`src/rtl/ptp_tod_clock.sv`:
```
// PTP time-of-day counter: 48-bit seconds, 30-bit ns, 16-bit fractional ns, advancing by a programmable period plus optional slew.
// Define PTP_TOD_PPS_EN to build the one-cycle second-rollover pulse on output_pps.
module ptp_tod_clock #(
    parameter int                     PERIOD_NS_W = 4,
    parameter logic [PERIOD_NS_W-1:0] PERIOD_NS   = 4'h6,
    parameter logic [15:0]            PERIOD_FNS  = 16'h6666
) (
    input  logic                     clk,
    input  logic                     rst,
    input  logic [95:0]              input_ts_96,
    input  logic                     input_ts_96_valid,
    input  logic [PERIOD_NS_W-1:0]   input_period_ns,
    input  logic [15:0]              input_period_fns,
    input  logic                     input_period_valid,
    input  logic [PERIOD_NS_W+16:0]  input_adj,
    input  logic [15:0]              input_adj_count,
    input  logic                     input_adj_valid,
    output logic                     input_adj_active,
    output logic [95:0]              output_ts_96,
    output logic                     output_ts_step,
    output logic                     output_pps
);

    localparam int PW = PERIOD_NS_W + 16;
    localparam int AW = PERIOD_NS_W + 17;
    localparam int SW = PERIOD_NS_W + 18;
    localparam logic [46:0] NS_PER_S = {31'd1_000_000_000, 16'd0};

    logic [47:0]   s_q, s_d;
    logic [29:0]   ns_q, ns_d;
    logic [15:0]   fns_q, fns_d;
    logic [PW-1:0] period_q, period_d;
    logic [AW-1:0] adj_q, adj_d;
    logic [15:0]   adj_cnt_q, adj_cnt_d;
    logic          step_q;
    logic          active_q;

    logic [SW-1:0] adj_term;
    logic [SW-1:0] step_sum;
    logic [SW-1:0] step_clamped;
    logic [46:0]   inc;
    logic [46:0]   ovf;
    logic          rollover;
    logic          load_ok;
    logic          unused_ts_bits;

    assign unused_ts_bits = ^input_ts_96[47:46];

    always_comb begin
        adj_term     = (adj_cnt_q != 16'd0) ? {adj_q[AW-1], adj_q} : '0;
        step_sum     = {2'b00, period_q} + adj_term;
        // A net negative slew holds time rather than letting it run backwards.
        step_clamped = step_sum[SW-1] ? '0 : step_sum;
        inc          = {1'b0, ns_q, fns_q} + {{(47-SW){1'b0}}, step_clamped};
        // Borrow clear means the increment crossed one second.
        ovf          = inc - NS_PER_S;
        rollover     = ~ovf[46];
        load_ok      = input_ts_96_valid && (input_ts_96[45:16] < 30'd1_000_000_000);

        s_d   = s_q;
        ns_d  = inc[45:16];
        fns_d = inc[15:0];
        if (load_ok) begin
            s_d   = input_ts_96[95:48];
            ns_d  = input_ts_96[45:16];
            fns_d = input_ts_96[15:0];
        end else if (rollover) begin
            s_d   = s_q + 48'd1;
            ns_d  = ovf[45:16];
            fns_d = ovf[15:0];
        end

        period_d = period_q;
        if (input_period_valid) begin
            period_d = {input_period_ns, input_period_fns};
        end

        adj_d     = adj_q;
        adj_cnt_d = (adj_cnt_q != 16'd0) ? adj_cnt_q - 16'd1 : 16'd0;
        if (input_adj_valid) begin
            adj_d     = input_adj;
            adj_cnt_d = input_adj_count;
        end
    end

    always_ff @(posedge clk or negedge rst) begin
        if (!rst) begin
            s_q       <= '0;
            ns_q      <= '0;
            fns_q     <= '0;
            period_q  <= {PERIOD_NS, PERIOD_FNS};
            adj_q     <= '0;
            adj_cnt_q <= '0;
            step_q    <= 1'b0;
            active_q  <= 1'b0;
        end else begin
            s_q       <= s_d;
            ns_q      <= ns_d;
            fns_q     <= fns_d;
            period_q  <= period_d;
            adj_q     <= adj_d;
            adj_cnt_q <= adj_cnt_d;
            step_q    <= load_ok;
            active_q  <= (adj_cnt_d != 16'd0);
        end
    end

`ifdef PTP_TOD_PPS_EN
    logic pps_q;

    always_ff @(posedge clk or negedge rst) begin
        if (!rst) begin
            pps_q <= 1'b0;
        end else begin
            pps_q <= rollover && !load_ok;
        end
    end

    assign output_pps = pps_q;
`else
    assign output_pps = 1'b0;
`endif

    assign output_ts_96     = {s_q, 2'b00, ns_q, fns_q};
    assign output_ts_step   = step_q;
    assign input_adj_active = active_q;

endmodule

```
`config.mk`:
```
export PLATFORM = sky130hd
export DESIGN_NAME = ptp_tod_clock
export DESIGN_NICKNAME = d
export VERILOG_FILES = /design/src/rtl/ptp_tod_clock.sv
export SDC_FILE = /design/constraint.sdc
export NUM_CORES = 1
export LEC_CHECK = 0
export BUFFER_PORTS_ARGS = -buffer_cell sky130_fd_sc_hd__buf_2
export CAP_MARGIN = 20
export CELL_PAD_IN_SITES_DETAIL_PLACEMENT = 2
export CELL_PAD_IN_SITES_GLOBAL_PLACEMENT = 2
export CORE_MARGIN = 2
export CORE_UTILIZATION = 36
export CTS_BUF_LIST = sky130_fd_sc_hd__clkbuf_8
export DETAILED_ROUTE_END_ITERATION = 6
export PLACE_DENSITY_LB_ADDON = 0.1
export SLEW_MARGIN = 10
export SYNTH_ARGS = -nofsm -noshare
export SYNTH_HDL_FRONTEND = slang
export SYNTH_SLANG_ARGS = --single-unit
```
`constraint.sdc`:
```
create_clock -name clk -period 16.57 [get_ports clk]
set_clock_uncertainty 0.1 [all_clocks]
set_input_delay 1.657 -clock clk [delete_from_list [all_inputs] [get_ports clk]]
set_output_delay 1.657 -clock clk [all_outputs]
set_load 0.05 [all_outputs]
```
==> metrics.log <==
INFO  metric cp_data_arrival_time = 10.75 ns
INFO  metric synth.cells.most_frequent = sky130_fd_sc_hd__dfrtp_1, sky130_fd_sc_hd__nor2_1, sky130_fd_sc_hd__nand2_1, sky130_fd_sc_hd__o21ai_0, sky130_fd_sc_hd__a21oi_1
INFO  metric synthesis.instances = 1198
INFO  metric max-slew-margin-rel = a little under two fifths
INFO  metric asyncSetResetFlopFracSynth = 100%
INFO  metric ctsRootBufferMaster = sky130_fd_sc_hd__clkbuf_8
INFO  metric clock_latency = about 0.48 ns
INFO  metric viasPerCell = ~5.5
INFO  metric dominantRegCellSynth = sky130_fd_sc_hd__dfrtp_1
INFO  metric number_of_primary_i_o_pins = 257
INFO  metric cts.hold.buffers_added = 0
INFO  metric post-route-drc-count = 0
INFO  metric mean_cell_area_of_the_mapped_netlist = 8.78 um^2
INFO  metric nets = ~1600
INFO  metric numPortBuffers = 251
INFO  metric area.growth.synth_to_final = 19.1%
INFO  metric wirelength = 36500 um
INFO  metric overall_global_routing_resource_usage = around 24%
INFO  metric critical_path.n_buffers_inverters = 2
INFO  metric setup-tns-final = 0 ns
INFO  metric cp_max_fo = 21
INFO  metric critical_path_cell_count = 31
INFO  metric multi_input_gate_area_in_the_final_layout = approximately 0.0063 mm^2
INFO  metric globalRouteOverflowTotal = 0
INFO  metric detailed_place.area = approximately 0.012 mm^2
INFO  metric synth_top_area_share = 34.0%
INFO  metric cts_buffers = 17
INFO  metric run_status = finished clean
INFO  metric critPathRequiredTime = around 17 ns
INFO  metric drtIter0Drc = between 400 and 500
INFO  metric path_clk_slew = roughly 0.11 ns
INFO  metric design_area = ~0.013 mm^2
INFO  metric hpwlAfterDp = ~28000 um
INFO  metric antenna_violations_before_repair = 3
INFO  metric synth_largest_area_cell = sky130_fd_sc_hd__dfrtp_1
INFO  metric clockBufferDepth = 2
INFO  metric synth_area_leaders = sky130_fd_sc_hd__dfrtp_1, sky130_fd_sc_hd__ha_1, sky130_fd_sc_hd__mux2_2
INFO  metric cpMaxStageDelayCell = sky130_fd_sc_hd__nand4_1
INFO  metric vdd_ir_drop_max = approximately 70 uV
INFO  metric routed_wirelength_normalized_by_instance_count = between 20 and 25 um
INFO  metric pin_count_of_the_biggest_net_entering_global_routing = between 90 and 100
INFO  metric tightest_slew = 0.932 ns
INFO  metric synthMostInstantiatedCell = sky130_fd_sc_hd__dfrtp_1
INFO  metric die-width = approximately 170 um
INFO  metric min_path_type = reg2reg
INFO  metric cts_repair_resize_count = 0
INFO  metric cap_violations = 0
INFO  metric critPathCaptureType = flop
INFO  metric die_area = approximately 0.031 mm^2
INFO  metric num_vias = between 10000 and 15000
INFO  metric grt_pass1_vias = about 11000
INFO  metric min_period = between 10 and 15 ns
INFO  metric synth.yosys.seq_area_share = 36.5%
INFO  metric drtAntennaViolNets = 0
INFO  metric tritoncts_num_sinks = roughly 150
INFO  metric initial_core_util = 36.6%
INFO  metric report.final.slew_viol_count = 0
INFO  metric die-height = 175 um
INFO  metric synthesis.area = between 0.01 and 0.015 mm^2
INFO  metric grt_setup_unrepaired = no
INFO  metric worst-setup-path-type = reg2reg
INFO  metric seqCellArea = around 0.0038 mm^2
INFO  metric synth-edff-count = 0
INFO  metric timing.critical_path.slowest_cell_delay = between 0.7 and 0.8 ns
INFO  metric synthesis.yosys.warnings = 0
INFO  metric power_density = roughly 140 mW/mm^2
INFO  metric post-route-period-util = ~63%
INFO  metric total_leakage_power = 5.40 nW
INFO  metric global_route_wire_length_before_repair = 59000 um
INFO  metric path_delay_family = compound AO/OA/AOI/OAI gates
INFO  metric achievable-frequency = between 0.09 and 0.1 GHz
INFO  metric post_synth_num_cell_types = 77
INFO  metric final-setup-viol-count = 0
INFO  metric cts-htree-levels = 4
INFO  metric final-hold-violation-count = 0
INFO  metric drtPass1Iterations = 4
INFO  metric placement_rows = between 60 and 70
INFO  metric layout.filler_cells = between 3000 and 4000
INFO  metric gpl_congestion = 0.800
INFO  metric worstRegToRegCells = 31
INFO  metric yosys_register_bits = ~150
INFO  metric setup.worst_path.start_class = flop
INFO  metric worstHoldPathCells = 1
INFO  metric fp.coreArea = around 0.029 mm^2
INFO  metric post-cts-setup-buffer-count = 0
INFO  metric tritoncts = yes
INFO  metric ratio_of_cells_with_drive_above_1_in_the_final_layout = between 20% and 30%
[report_power, final]
part	switching (W)	leakage [nW]	total [W]	internal (W)
registers	0.0000692	1.76	0.000509	0.000440
logic	0.000612	3.43	0.000918	0.000307
clock network	0.000177	0.220	0.000333	0.000156
[final timing paths]
| check | startpoint | end | slack (ns) |
|---|---|---|---|
| setup / recovery | adj_cnt_q[12] | s_q[20] | 6.12 |
| hold / removal | adj_q[17] | adj_q[17] | 0.42 |
| setup reg to reg | adj_cnt_q[12] | s_q[20] | 6.12 |
| hold reg to reg | adj_q[17] | adj_q[17] | 0.42 |
| max in group asynchronous | rst | s_q[24] | 13.81 |
| min in group asynchronous | rst | fns_q[5] | 1.12 |
[metrics by stage]
stage | worst slack, ns | util, % | instances | total power (W) | hold slack, ns
after detailed placement | 6.08 | 42.1 | 1784 | 0.00144 | 0.392
after CTS | 5.97 | 43.6 | 1816 | 0.00178 | 0.416
after global placement | 6.35 | 42.1 | 1784 | 0.00141 | 0.382
after global routing | 5.16 | 43.6 | 1817 | 0.00189 | 0.440
final | 6.12 | 43.6 | 1819 | 0.00176 | 0.417
after floorplan | 8.69 | - | 1200 | 0.00119 | 0.372
[cells by family (layout without fill, tap and decap cells)]
| family | Yosys count | after routing | synth area share, % |
|---|---|---|---|
| xor gates and xnor gates | 93 | 93 | 7.82 |
| muxes | 47 | 47 | 5.10 |
| DFF | 153 | 153 | 36.5 |
| and+or+nand+nor | 438 | 438 | 21.1 |
| other | 1 | 6 | 0.0357 |
| buffers and inverters | 98 | 330 | 3.83 |
| adders and majority gates | 47 | 47 | 5.73 |
| AOI/OAI and AO/OA | 321 | 321 | 19.8 |
[state kept, by name, indices dropped and copies added (netlist names)]
name	count
s_q	48
ns_q	30
adj_cnt_q	16
adj_q	21
fns_q	16
output_ts_step	1
period_q	20
input_adj_active	1
[routing by layer]
| metal | vias up | global-route usage, % | wire (um) |
|---|---|---|---|
| met4 | 0 | 5.83 | 541 |
| li1 | 4770 | - | - |
| met1 | 5073 | 30.0 | 15600 |
| met2 | 196 | 43.1 | 18600 |
| met3 | 29 | 4.66 | 1680 |
| met5 | - | 0 | 0 |
[layout by cell type, fill, tap and decap left out, types with 9 or more instances in the layout]
cell                         n
sky130_fd_sc_hd__o21ai_0    80
sky130_fd_sc_hd__o31ai_1    23
sky130_fd_sc_hd__a22o_1      9
sky130_fd_sc_hd__buf_2     250
sky130_fd_sc_hd__or3_1      30
sky130_fd_sc_hd__nor2_1    112
sky130_fd_sc_hd__a21oi_1    64
sky130_fd_sc_hd__a31oi_1    45
sky130_fd_sc_hd__clkbuf_8   17
sky130_fd_sc_hd__nand3_1    29
sky130_fd_sc_hd__mux2_2     41
sky130_fd_sc_hd__ha_1       45
sky130_fd_sc_hd__nor2b_1    10
sky130_fd_sc_hd__nor3_1     25
sky130_fd_sc_hd__nand4_1    21
sky130_fd_sc_hd__a21o_1     11
sky130_fd_sc_hd__inv_1      37
sky130_fd_sc_hd__or4_1      15
sky130_fd_sc_hd__nand2b_1   10
sky130_fd_sc_hd__xor2_1     42
sky130_fd_sc_hd__o21bai_1   11
sky130_fd_sc_hd__dfrtp_1   143
sky130_fd_sc_hd__o211ai_1   12
sky130_fd_sc_hd__xnor2_1    50
sky130_fd_sc_hd__and3_1     19
sky130_fd_sc_hd__nand2_1   108
sky130_fd_sc_hd__and2_1     28
sky130_fd_sc_hd__dfstp_2    10
sky130_fd_sc_hd__buf_4       9
[worst reg2reg max path, delay by kind of cell, from the launching register on]
kind	cells	cell delay (ns)
AOI/OAI and AO/OA	18	5.39
adders and majority gates	2	0.61
buffers and inverters	2	0.41
DFF	1	0.42
and+or+nand+nor	9	3.46
[cell type report]
type / count / area share [%]
Sequential cell: 153 / 30.7
Inverter: 38 / 1.14
Clock buffer: 17 / 1.87
Timing Repair Buffer: 260 / 10.6
Antenna cell: 3 / 0.0599
Clock inverter: 15 / 1.60
Multi-Input combinational cell: 949 / 50.2
Tap cell: 384 / 3.84
Note: power is estimated with default switching activity, not from simulation.
